**src/rtl/pll_drp_pkg.sv**
```systemverilog
// Shared types and constants for the PLLE2_ADV DRP reconfiguration sequencer.
package pll_drp_pkg;

    localparam int DRP_ADDR_W = 7;
    localparam int DRP_DATA_W = 16;

    typedef enum logic [3:0] {
        IDLE,
        HOLD_RST,
        WAIT_CMD,
        RD_REQ,
        RD_WAIT,
        WR_REQ,
        WR_WAIT,
        RELEASE,
        WAIT_LOCK
    } pll_drp_state_e;

    localparam logic [DRP_ADDR_W-1:0] CLKOUT0_REG1  = 7'h08;
    localparam logic [DRP_ADDR_W-1:0] CLKOUT0_REG2  = 7'h09;
    localparam logic [DRP_ADDR_W-1:0] CLKFBOUT_REG1 = 7'h14;
    localparam logic [DRP_ADDR_W-1:0] CLKFBOUT_REG2 = 7'h15;

    // Mask bit 1 keeps the bit read back from the PLL, 0 takes the new data bit.
    function automatic logic [DRP_DATA_W-1:0] drp_merge(
        input logic [DRP_DATA_W-1:0] old_val,
        input logic [DRP_DATA_W-1:0] mask,
        input logic [DRP_DATA_W-1:0] data
    );
        return (old_val & mask) | (data & ~mask);
    endfunction

endpackage

```
**src/rtl/pll_drp_ctrl.sv**
```systemverilog
// PLLE2_ADV reconfiguration sequencer: masked DRP read-modify-writes under PLL reset.
// Define PLL_DRP_LOCK_TIMEOUT_EN to bound the wait for LOCKED and report err_o.
module pll_drp_ctrl
    import pll_drp_pkg::*;
#(
    parameter int unsigned RST_HOLD_CYCLES = 4,
    parameter int unsigned LOCK_TIMEOUT    = 65535
) (
    input  logic                  IO_CLK,
    input  logic                  IO_RST_N,
    input  logic                  cmd_valid_i,
    output logic                  cmd_ready_o,
    input  logic [DRP_ADDR_W-1:0] cmd_addr_i,
    input  logic [DRP_DATA_W-1:0] cmd_mask_i,
    input  logic [DRP_DATA_W-1:0] cmd_data_i,
    input  logic                  cmd_last_i,
    output logic                  busy_o,
    output logic                  done_o,
    output logic                  err_o,
    output logic                  pll_rst_o,
    output logic [DRP_ADDR_W-1:0] pll_daddr_o,
    output logic                  pll_den_o,
    output logic                  pll_dwe_o,
    output logic [DRP_DATA_W-1:0] pll_di_o,
    input  logic [DRP_DATA_W-1:0] pll_do_i,
    input  logic                  pll_drdy_i,
    input  logic                  pll_locked_i,
    output logic                  rst_sys_n_o
);

    localparam int HOLD_W = (RST_HOLD_CYCLES > 1) ? $clog2(RST_HOLD_CYCLES) : 1;
    localparam logic [HOLD_W-1:0] HOLD_LOAD = HOLD_W'(RST_HOLD_CYCLES - 1);

    pll_drp_state_e        r_state;
    logic [HOLD_W-1:0]     r_hold_cnt;
    logic [DRP_ADDR_W-1:0] r_addr;
    logic [DRP_DATA_W-1:0] r_mask;
    logic [DRP_DATA_W-1:0] r_data;
    logic                  r_last;
    logic                  r_cmd_ready;
    logic                  r_busy;
    logic                  r_done;
    logic                  r_pll_rst;
    logic [DRP_ADDR_W-1:0] r_daddr;
    logic                  r_den;
    logic                  r_dwe;
    logic [DRP_DATA_W-1:0] r_di;
    logic                  r_rst_sys_n;
`ifdef PLL_DRP_LOCK_TIMEOUT_EN
    localparam logic [15:0] LOCK_LAST = 16'(LOCK_TIMEOUT - 1);
    logic [15:0]           r_lock_cnt;
    logic                  r_err;
`endif

    logic w_xfer;
    assign w_xfer = cmd_valid_i & r_cmd_ready;

    // NOTE: every output is a flop written on the same edge as the state change
    // into the state that owns it, so DEN/DWE/ready line up cycle-exact with state.
    always_ff @(posedge IO_CLK or negedge IO_RST_N) begin
        if (!IO_RST_N) begin
            r_state     <= IDLE;
            r_hold_cnt  <= '0;
            r_addr      <= '0;
            r_mask      <= '0;
            r_data      <= '0;
            r_last      <= 1'b0;
            r_cmd_ready <= 1'b0;
            r_busy      <= 1'b0;
            r_done      <= 1'b0;
            r_pll_rst   <= 1'b0;
            r_daddr     <= '0;
            r_den       <= 1'b0;
            r_dwe       <= 1'b0;
            r_di        <= '0;
            r_rst_sys_n <= 1'b0;
`ifdef PLL_DRP_LOCK_TIMEOUT_EN
            r_lock_cnt  <= '0;
            r_err       <= 1'b0;
`endif
        end else begin
            r_done      <= 1'b0;
            r_rst_sys_n <= pll_locked_i & (r_state == IDLE) & ~r_pll_rst;
            case (r_state)
                IDLE: begin
                    r_cmd_ready <= 1'b1;
                    if (w_xfer) begin
                        r_addr      <= cmd_addr_i;
                        r_mask      <= cmd_mask_i;
                        r_data      <= cmd_data_i;
                        r_last      <= cmd_last_i;
                        r_cmd_ready <= 1'b0;
                        r_pll_rst   <= 1'b1;
                        r_busy      <= 1'b1;
                        r_hold_cnt  <= HOLD_LOAD;
`ifdef PLL_DRP_LOCK_TIMEOUT_EN
                        r_err       <= 1'b0;
`endif
                        r_state     <= HOLD_RST;
                    end
                end
                HOLD_RST: begin
                    if (r_hold_cnt == '0) begin
                        r_den   <= 1'b1;
                        r_dwe   <= 1'b0;
                        r_daddr <= r_addr;
                        r_state <= RD_REQ;
                    end else begin
                        r_hold_cnt <= r_hold_cnt - HOLD_W'(1);
                    end
                end
                WAIT_CMD: begin
                    if (w_xfer) begin
                        r_addr      <= cmd_addr_i;
                        r_mask      <= cmd_mask_i;
                        r_data      <= cmd_data_i;
                        r_last      <= cmd_last_i;
                        r_cmd_ready <= 1'b0;
                        r_den       <= 1'b1;
                        r_dwe       <= 1'b0;
                        r_daddr     <= cmd_addr_i;
                        r_state     <= RD_REQ;
                    end
                end
                RD_REQ: begin
                    r_den   <= 1'b0;
                    r_state <= RD_WAIT;
                end
                RD_WAIT: begin
                    if (pll_drdy_i) begin
                        r_di    <= drp_merge(pll_do_i, r_mask, r_data);
                        r_den   <= 1'b1;
                        r_dwe   <= 1'b1;
                        r_state <= WR_REQ;
                    end
                end
                WR_REQ: begin
                    r_den   <= 1'b0;
                    r_dwe   <= 1'b0;
                    r_state <= WR_WAIT;
                end
                WR_WAIT: begin
                    if (pll_drdy_i) begin
                        if (r_last) begin
                            r_pll_rst <= 1'b0;
                            r_state   <= RELEASE;
                        end else begin
                            r_cmd_ready <= 1'b1;
                            r_state     <= WAIT_CMD;
                        end
                    end
                end
                RELEASE: begin
`ifdef PLL_DRP_LOCK_TIMEOUT_EN
                    r_lock_cnt <= '0;
`endif
                    r_state <= WAIT_LOCK;
                end
                WAIT_LOCK: begin
                    if (pll_locked_i) begin
                        r_done      <= 1'b1;
                        r_busy      <= 1'b0;
                        r_cmd_ready <= 1'b1;
                        r_state     <= IDLE;
                    end
`ifdef PLL_DRP_LOCK_TIMEOUT_EN
                    else if (r_lock_cnt == LOCK_LAST) begin
                        r_err       <= 1'b1;
                        r_done      <= 1'b1;
                        r_busy      <= 1'b0;
                        r_cmd_ready <= 1'b1;
                        r_state     <= IDLE;
                    end else begin
                        r_lock_cnt <= r_lock_cnt + 16'd1;
                    end
`endif
                end
                default: r_state <= IDLE;
            endcase
        end
    end

`ifdef PLL_DRP_LOCK_TIMEOUT_EN
    assign err_o = r_err;
`else
    logic w_unused_lock_timeout;
    assign w_unused_lock_timeout = |LOCK_TIMEOUT;
    assign err_o = 1'b0;
`endif

    assign cmd_ready_o = r_cmd_ready;
    assign busy_o      = r_busy;
    assign done_o      = r_done;
    assign pll_rst_o   = r_pll_rst;
    assign pll_daddr_o = r_daddr;
    assign pll_den_o   = r_den;
    assign pll_dwe_o   = r_dwe;
    assign pll_di_o    = r_di;
    assign rst_sys_n_o = r_rst_sys_n;

endmodule

```
**config.mk**
```make
export PLATFORM = sky130hd
export DESIGN_NAME = pll_drp_ctrl
export DESIGN_NICKNAME = d
export VERILOG_FILES = /design/src/rtl/pll_drp_pkg.sv /design/src/rtl/pll_drp_ctrl.sv
export SDC_FILE = /design/constraint.sdc
export NUM_CORES = 1
export LEC_CHECK = 0
export ABC_AREA = 1
export BUFFER_PORTS_ARGS = -buffer_cell sky130_fd_sc_hd__buf_2
export CAP_MARGIN = 20
export CORE_MARGIN = 2
export CORE_UTILIZATION = 55
export DETAILED_ROUTE_END_ITERATION = 8
export PLACE_DENSITY = 0.83
export SLEW_MARGIN = 5
export SYNTH_ARGS = -nofsm -noshare
export SYNTH_HDL_FRONTEND = slang
export SYNTH_SLANG_ARGS = --single-unit
```
**constraint.sdc**
```tcl
create_clock -name IO_CLK -period 2 [get_ports IO_CLK]
set_input_delay 0.3 -clock IO_CLK [delete_from_list [all_inputs] [get_ports IO_CLK]]
set_output_delay 0.3 -clock IO_CLK [all_outputs]
set_load 0.1 [all_outputs]
```
Yosys cells after proc, flatten, opt, wreduce, memory -nomap -nowiden
Index checks and enable logic that the tools add are counted.
{"block": "op_classes", "n_addsub": 1, "eq_ne": 17, "muxes": 33, "n_bitwise": 8, "reduce_logical": 21}
{"op": "$pmux 4 s9", "n": 1}
{"op": "$and 16x16->16", "n": 2}
{"op": "$mux 4", "n": 6}
{"op": "$ne 2x2->1 const B", "n": 9}
{"op": "$eq 4x3->1 const B", "n": 4}
{"op": "$not 16->16", "n": 1}
{"op": "$or 16x16->16", "n": 1}
{"op": "$mux 1", "n": 14}
{"op": "$mux 7", "n": 2}
{"op": "$pmux 7 s2", "n": 1}
{"op": "$pmux 1 s4", "n": 3}
{"op": "$reduce_and 4->1", "n": 3}
{"op": "$reduce_bool 4->1", "n": 3}
{"op": "$reduce_and 3->1", "n": 3}
{"op": "$eq 4x2->1 const B", "n": 2}
{"op": "$reduce_bool 2->1", "n": 4}
{"op": "$reduce_and 6->1", "n": 1}
{"op": "$reduce_and 5->1", "n": 1}
{"op": "$eq 4x1->1 const B", "n": 1}
{"op": "$eq 4x4->1 const B", "n": 1}
{"op": "$logic_not 4->1", "n": 1}
{"op": "$mux 2", "n": 2}
{"op": "$pmux 1 s2", "n": 2}
{"op": "$pmux 2 s2", "n": 1}
{"op": "other kinds (7)", "n": 11}
{"block": "totals", "register_bits": 76, "in_bits": 61, "output_inout_bits": 31, "word_cells": 95}

Logic depth before layout (Yosys ltp)
Gate-level depths: netlist (run 1).
{"block": "logic_depth", "ltp_word": 4, "depth_mapped": 9, "mapped_depth_nobuf": 9}

Least setup slack after synthesis (run 1)
OpenSTA, ideal clock, no wires.
{"block": "synth_path", "path_kind": "reg-to-reg", "start": "register r_cmd_ready (netlist: cmd_ready_o)", "end": "register r_last", "setup_time_ns": 0.126, "t_arrival_ns": 1.742, "slack_ns": 0.132, "path_stages_with_launch": 8, "path_buffers": 2, "path_cell_list": "dfrtp_1 nand2_1 inv_1 nand3_4 inv_2 buf_6 buf_4 o21ai_0"}
{"block": "synth_between", "elab_chain_len": 2}
{"item": "from (decl)", "line": "pll_drp_ctrl.sv:40", "rtl": "logic r_cmd_ready;"}
{"item": "from (signal assigned)", "line": "pll_drp_ctrl.sv:68", "rtl": "r_cmd_ready <= 1'b0;"}
{"item": "from (signal assigned)", "line": "pll_drp_ctrl.sv:86", "rtl": "r_cmd_ready <= 1'b1;"}
{"item": "from (signal assigned)", "line": "pll_drp_ctrl.sv:92", "rtl": "r_cmd_ready <= 1'b0;"}
{"item": "$and 1x1->1", "line": "pll_drp_ctrl.sv:56", "rtl": "assign w_xfer = cmd_valid_i & r_cmd_ready;"}
{"item": "$reduce_and 2->1 (no source line)"}
{"item": "to (signal assigned)", "line": "pll_drp_ctrl.sv:91", "rtl": "r_last <= cmd_last_i;"}
{"item": "to (signal assigned)", "line": "pll_drp_ctrl.sv:117", "rtl": "r_last <= cmd_last_i;"}
{"item": "to (decl)", "line": "pll_drp_ctrl.sv:39", "rtl": "logic r_last;"}
Every way passes these cells.
A chain may end at the register's enable or synchronous reset.

Worst setup path after layout (run 1)
{"block": "layout_path", "start": "register r_state[0]", "end": "register r_di[6] (netlist: pll_di_o[6])"}
{"block": "layout_between", "elab_chain_len": 2}
{"item": "from (decl)", "line": "pll_drp_ctrl.sv:34", "rtl": "pll_drp_state_e r_state;"}
{"item": "from (signal assigned)", "line": "pll_drp_ctrl.sv:62", "rtl": "r_state <= IDLE;"}
{"item": "from (signal assigned)", "line": "pll_drp_ctrl.sv:99", "rtl": "r_state <= HOLD_RST;"}
{"item": "from (signal assigned)", "line": "pll_drp_ctrl.sv:107", "rtl": "r_state <= RD_REQ;"}
{"item": "$eq 4x3->1", "line": "pll_drp_ctrl.sv:84", "rtl": "case (r_state)"}
{"item": "$reduce_and 2->1 (no source line)"}
{"item": "to (signal assigned)", "line": "pll_drp_ctrl.sv:131", "rtl": "r_di <= drp_merge(pll_do_i, r_mask, r_data);"}
{"item": "to (decl)", "line": "pll_drp_ctrl.sv:47", "rtl": "logic [DRP_DATA_W-1:0] r_di;"}
Every way passes these cells.

==> flow_summary.ini, run 1 <==
[timing]
period_needed_ns = 1.67
drv_slew = 0
worst_slew_pin_slew_ns = 0.589
finalHoldViolations = 0
finalSetupTns_ns = 0
setup_viol = 0
rsz0062_at_grt = false
period_share = 0.833
relSlewSlack = 0.607
final.setup_skew_ns = 0.00758
finalWorstSetupSlack_ns = 0.334
fmax_ghz = 0.600

[global_route]
grt_pass1_wl_mm = 13.6
grt.total_usage = 0.244
grt_max_degree = 46
grt_pass1_vias = 2996
grt_overflow_total = 0
antenna_found_initial = 0

[routing]
via_per_inst = 4.96
dr.pass1.iters = 4
route.vias.total = 3011
drc = 0
initialDrtViolationCount = 165
routed_wl_mm = 7.87
wl_per_cell_um = 13.0
ant_nets = 0

[clock_tree]
cts_root_buf = clkbuf_8
numCtsBuffers = 9
cts_resized = 0
clk_pin_slew_ns = 0.08
cts_sinks = 76
worstSkewPairLatency_ns = 0.35
htree_levels = 3
clockBufferDepth = 2
cts_setup_buffers = 0
cts_tree = built

[synthesis]
ys_seq_elements = 76
synthFlopType = dfrtp_1
synth_nets = 497
ys_seq_area_frac = 0.550
synth.avg_cell_area_um2 = 7.94
synth_cell_types = 25
synthArstFlopShare = 1.00
netlist_instances = 435
synth-edff-count = 0
yosysWarnings = 0
syn_area_mm2 = 0.00346

[hold_path]
min_to = r_mask[15]
min_from = cmd_mask_i[15]
hold-path-cell-count = 3
min_path_type = input port to register

[setup_path]
cpPeakStageDelay_ns = 0.45
cp_common_cell = nor2_2
crit_type = register to register
end_kind = register
path_cells = nor2_2 -> nand2_2 -> nor2_2 -> inv_2 -> nand2_1 -> o21ai_1
crit_family = simple AND/OR/NAND/NOR gates
cp-start-kind = register
reg2reg_setup_slack_ns = 0.33
required_ns = 2.22
slowest_stage = dfrtp_1
r2r_start = r_state[0]
ff2ff_path_depth = 6
path_max_fanout = 21
rr_endpoint = pll_di_o[6]
crit_buf_inv = 1
crit_arrival_ns = 1.89

[finish]
final_layout_size_suffix_gt1_frac = 0.233
num-fill-cells = 506
seq_area_mm2 = 0.00190
n_antenna_cell = 0
layout_common_cells = nand2_1, buf_2, dfrtp_1
syn_to_final_growth_pct = 20.7
multi_input_area_mm2 = 0.00130
final_common_cell = nand2_1
final_nets = 590

[status]
status = finished, final reports clean

[run]
maxCapViolCount = 0

[die]
row_count = 28
io_pins = 92
fp.dieH_um = 83.3
coreArea_mm2 = 0.00599
dieArea_mm2 = 0.00693
dieWidth_um = 83.3
initial_core_util = 0.577

[placed_design]
pre_cts_ws_ns = 0.375
hpwl_mm = 5.61
routabilityCongestion = 0.853
portBuffers = 90
==> area by class of cell <==
class,count,area share
clock inverters,4,0.0120
flip-flops and latches,76,0.456
clock buffers,11,0.0339
multi-input cells,301,0.311
repair buffers,95,0.124
inverters,45,0.0405
well taps,75,0.0225
==> per-layer routing <==
metal	up-vias	track usage	wire [µm]	part of all wire
met5	-	0	0	0
li1	1526	-	-	-
met2	102	0.393	3780	0.48
met1	1375	0.320	3570	0.45
met3	8	0.0686	474	0.060
met4	0	0.0790	58	0.0074
==> registers in the layout, indices dropped and copies added, names as in the netlist, 2 cells and up <==
register,count
pll_di_o,16
r_addr,7
r_mask,16
r_state,4
r_data,16
pll_daddr_o,7
r_hold_cnt,2
==> worst reg2reg max path: stages, from the launching register on <==
cell and delay (ns):
dfrtp_1 0.45, nor2_2 0.32, nand2_2 0.14, nor2_2 0.23, inv_2 0.22, nand2_1 0.12, o21ai_1 0.06
==> worst max-delay path by stage <==
stage                start          end  slack, ns  cells past startpoint
2_1_floorplan  cmd_ready_o       r_last       0.13                      7
3_3_place_gp    r_state[3]   r_data[12]       0.47                      6
3_5_place_dp    r_state[0]  pll_di_o[2]       0.38                      6
4_1_cts         r_state[0]  pll_di_o[6]       0.34                      6
5_1_grt         r_state[0]  pll_di_o[6]       0.17                      6
6_report        r_state[0]  pll_di_o[6]       0.33                      6
==> cells in the mapped netlist (2+ instances only) <==
library cell,count,area share
nor2_4,3,0.0098
nor2_2,3,0.0054
buf_6,2,0.0065
nand2_2,2,0.0036
buf_2,2,0.0029
inv_2,6,0.0065
nor2_1,8,0.0087
o21ai_0,50,0.072
nand2_1,205,0.22
nand4_1,3,0.0054
clkbuf_1,3,0.0033
o21ai_1,4,0.0058
inv_1,39,0.042
dfrtp_1,76,0.55
buf_4,5,0.011
nand3_1,15,0.022
==> kinds of logic after synthesis <==
kind of cell,Yosys count,share of synthesized area
simple gates,242,0.287
flops,76,0.550
buf+inv,58,0.0739
fa+ha+maj,1,0.00362
other cells,1,0.00109
compound gates,57,0.0836
==> stage by stage <==
step	cell area, µm²	hold WS [ns]	utilization	cells
2_1_floorplan	3460	0.00441	-	435
3_3_place_gp	3970	0.336	0.663	591
3_5_place_dp	3970	0.344	0.663	591
4_1_cts	4170	0.134	0.697	607
5_1_grt	4170	0.129	0.697	607
6_report	4170	0.139	0.697	607
==> repair_timing <==
| item | 4_1_cts | 5_1_grt |
|---|---|---|
| endpoints found under the hold margin | 44 | 0 |
| endpoints found under the setup margin | 0 | 0 |
| hold buffers | 1 | 0 |
Power of run 1 is not shown: default switching activity piles up to over one toggle a cycle in this logic, so the estimate is an artifact.
==> run 2, diff against run 1 <==
- CORE_UTILIZATION: 55 -> 47
- PLACE_DENSITY: 0.83 -> 0.75
- clock period: 2 -> 1.52 ns (I/O delays scaled with it)
==> flow_summary.ini, run 2 (synthesis gave the netlist of run 1 again) <==
[die]
dieArea_mm2 = 0.00806
fp.dieH_um = 89.8
io_pins = 92
dieWidth_um = 89.8
initial_core_util = 0.482
row_count = 31
coreArea_mm2 = 0.00718

[setup_path]
required_ns = 1.74
path_max_fanout = 8
crit_type = register to register
cpPeakStageDelay_ns = 0.43
end_kind = register
path_cells = nor2_4 -> buf_12 -> nand3_1 -> nand2_1 -> inv_1 -> nand3_1 -> nand2_1
crit_arrival_ns = 1.67
cp-start-kind = register
slowest_stage = dfrtp_1

[placed_design]
portBuffers = 90
routabilityCongestion = 0.968
pre_cts_ws_ns = 0.0497
hpwl_mm = 5.42
place_area_mm2 = 0.00405

[timing]
finalHoldViolations = 0
setup_viol = 0
finalWorstSetupSlack_ns = 0.0721
drv_slew = 0
period_share = 0.953
final.setup_skew_ns = 0.00835
period_needed_ns = 1.45
whs_ns = 0.0816
fmax_ghz = 0.691

[routing]
route.vias.total = 3039
routed_wl_mm = 7.92
initialDrtViolationCount = 154
dr.pass1.iters = 4
drc = 0
wl_per_cell_um = 12.4
ant_nets = 0
via_per_inst = 4.74

[global_route]
grt_pass1_vias = 2986
grt_pass1_wl_mm = 13.1
grt_max_degree = 44
antenna_found_initial = 0
grt_overflow_total = 0
grt.total_usage = 0.196

[finish]
stdcell_area_mm2 = 0.00439
layout_common_cells = nand2_1, buf_2, dfrtp_1
final_nets = 600
final_common_cell = nand2_1
n_antenna_cell = 0
syn_to_final_growth_pct = 27.0
final_layout_size_suffix_gt1_frac = 0.256
num-fill-cells = 614
final_util = 0.612

[power_and_ir_drop]
vdd_drop_max_mv = 1.31
p_leak_nw = 2.47
powerDensity_mw_per_mm2 = 2570

[clock_tree]
cts_tree = built
cts_root_buf = clkbuf_8
clockBufferDepth = 2
cts_sinks = 76
clk_pin_slew_ns = 0.08
htree_levels = 3
worstSkewPairLatency_ns = 0.33
numCtsBuffers = 9

[hold_path]
min_path_type = input port to register

[status]
status = finished, final reports clean

[run]
maxCapViolCount = 0
run 2: timing repair:
action                                  4_1_cts  5_1_grt
hold endpoints to repair                     17        0
endpoints found under the setup margin        0       23
hold buffers                                  1        0
setup buffers                                 0        5
resized for setup                             0       12
run 2: power breakdown:
group	internal, mW	leakage (nW)	switching [mW]	total [mW]
registers	2.97	0.945	0.543	3.51
clock network	1.01	0.113	0.716	1.73
logic	1.42	1.41	4.61	6.03
run 2: layer usage:
layer,part of all wire,GRT usage
met2,0.47,0.327
met4,0.0091,0.0577
met5,0,0
met1,0.45,0.262
met3,0.068,0.0411
run 2: layout make-up:
type	count	area (µm²)	share of cell area
flip-flops and latches	76	1910	0.435
multi-input cells	301	1320	0.300
clock buffers	12	155	0.0353
clock inverters	3	68.8	0.0157
repair buffers	105	636	0.145
well taps	99	124	0.0282
inverters	45	179	0.0408
run 2: worst paths after layout:
path / from / endpoint / slack (ns) / depth (start not counted)
hold / removal: cmd_mask_i[10] / r_mask[10] / 0.08 / 3
hold reg to reg: pll_rst_o / rst_sys_n_o / 0.46 / 1
setup reg to reg: r_state[2] / r_state[1] / 0.07 / 7
max in group asynchronous: IO_RST_N / r_state[1] / 0.70 / 3
setup / recovery: r_state[2] / r_state[1] / 0.07 / 7
min in group asynchronous: IO_RST_N / pll_daddr_o[3] / 0.31 / 2
run 2: metrics by stage:
stage          power (mW)  TNS (ns)  instances
2_1_floorplan        8.14         0        435
3_5_place_dp         9.32         0        619
6_report             11.3         0        641
5_1_grt              12.0  -0.00463        641
3_3_place_gp         9.19         0        619
4_1_cts              11.1         0        635
run 2: critical path, delay by kind of cell, from the launching register on:
kind / cells / cell delay (ns)
simple gates: 5 / 0.67
flops: 1 / 0.43
buf+inv: 2 / 0.24
Note: power is estimated with default switching activity, not from simulation.
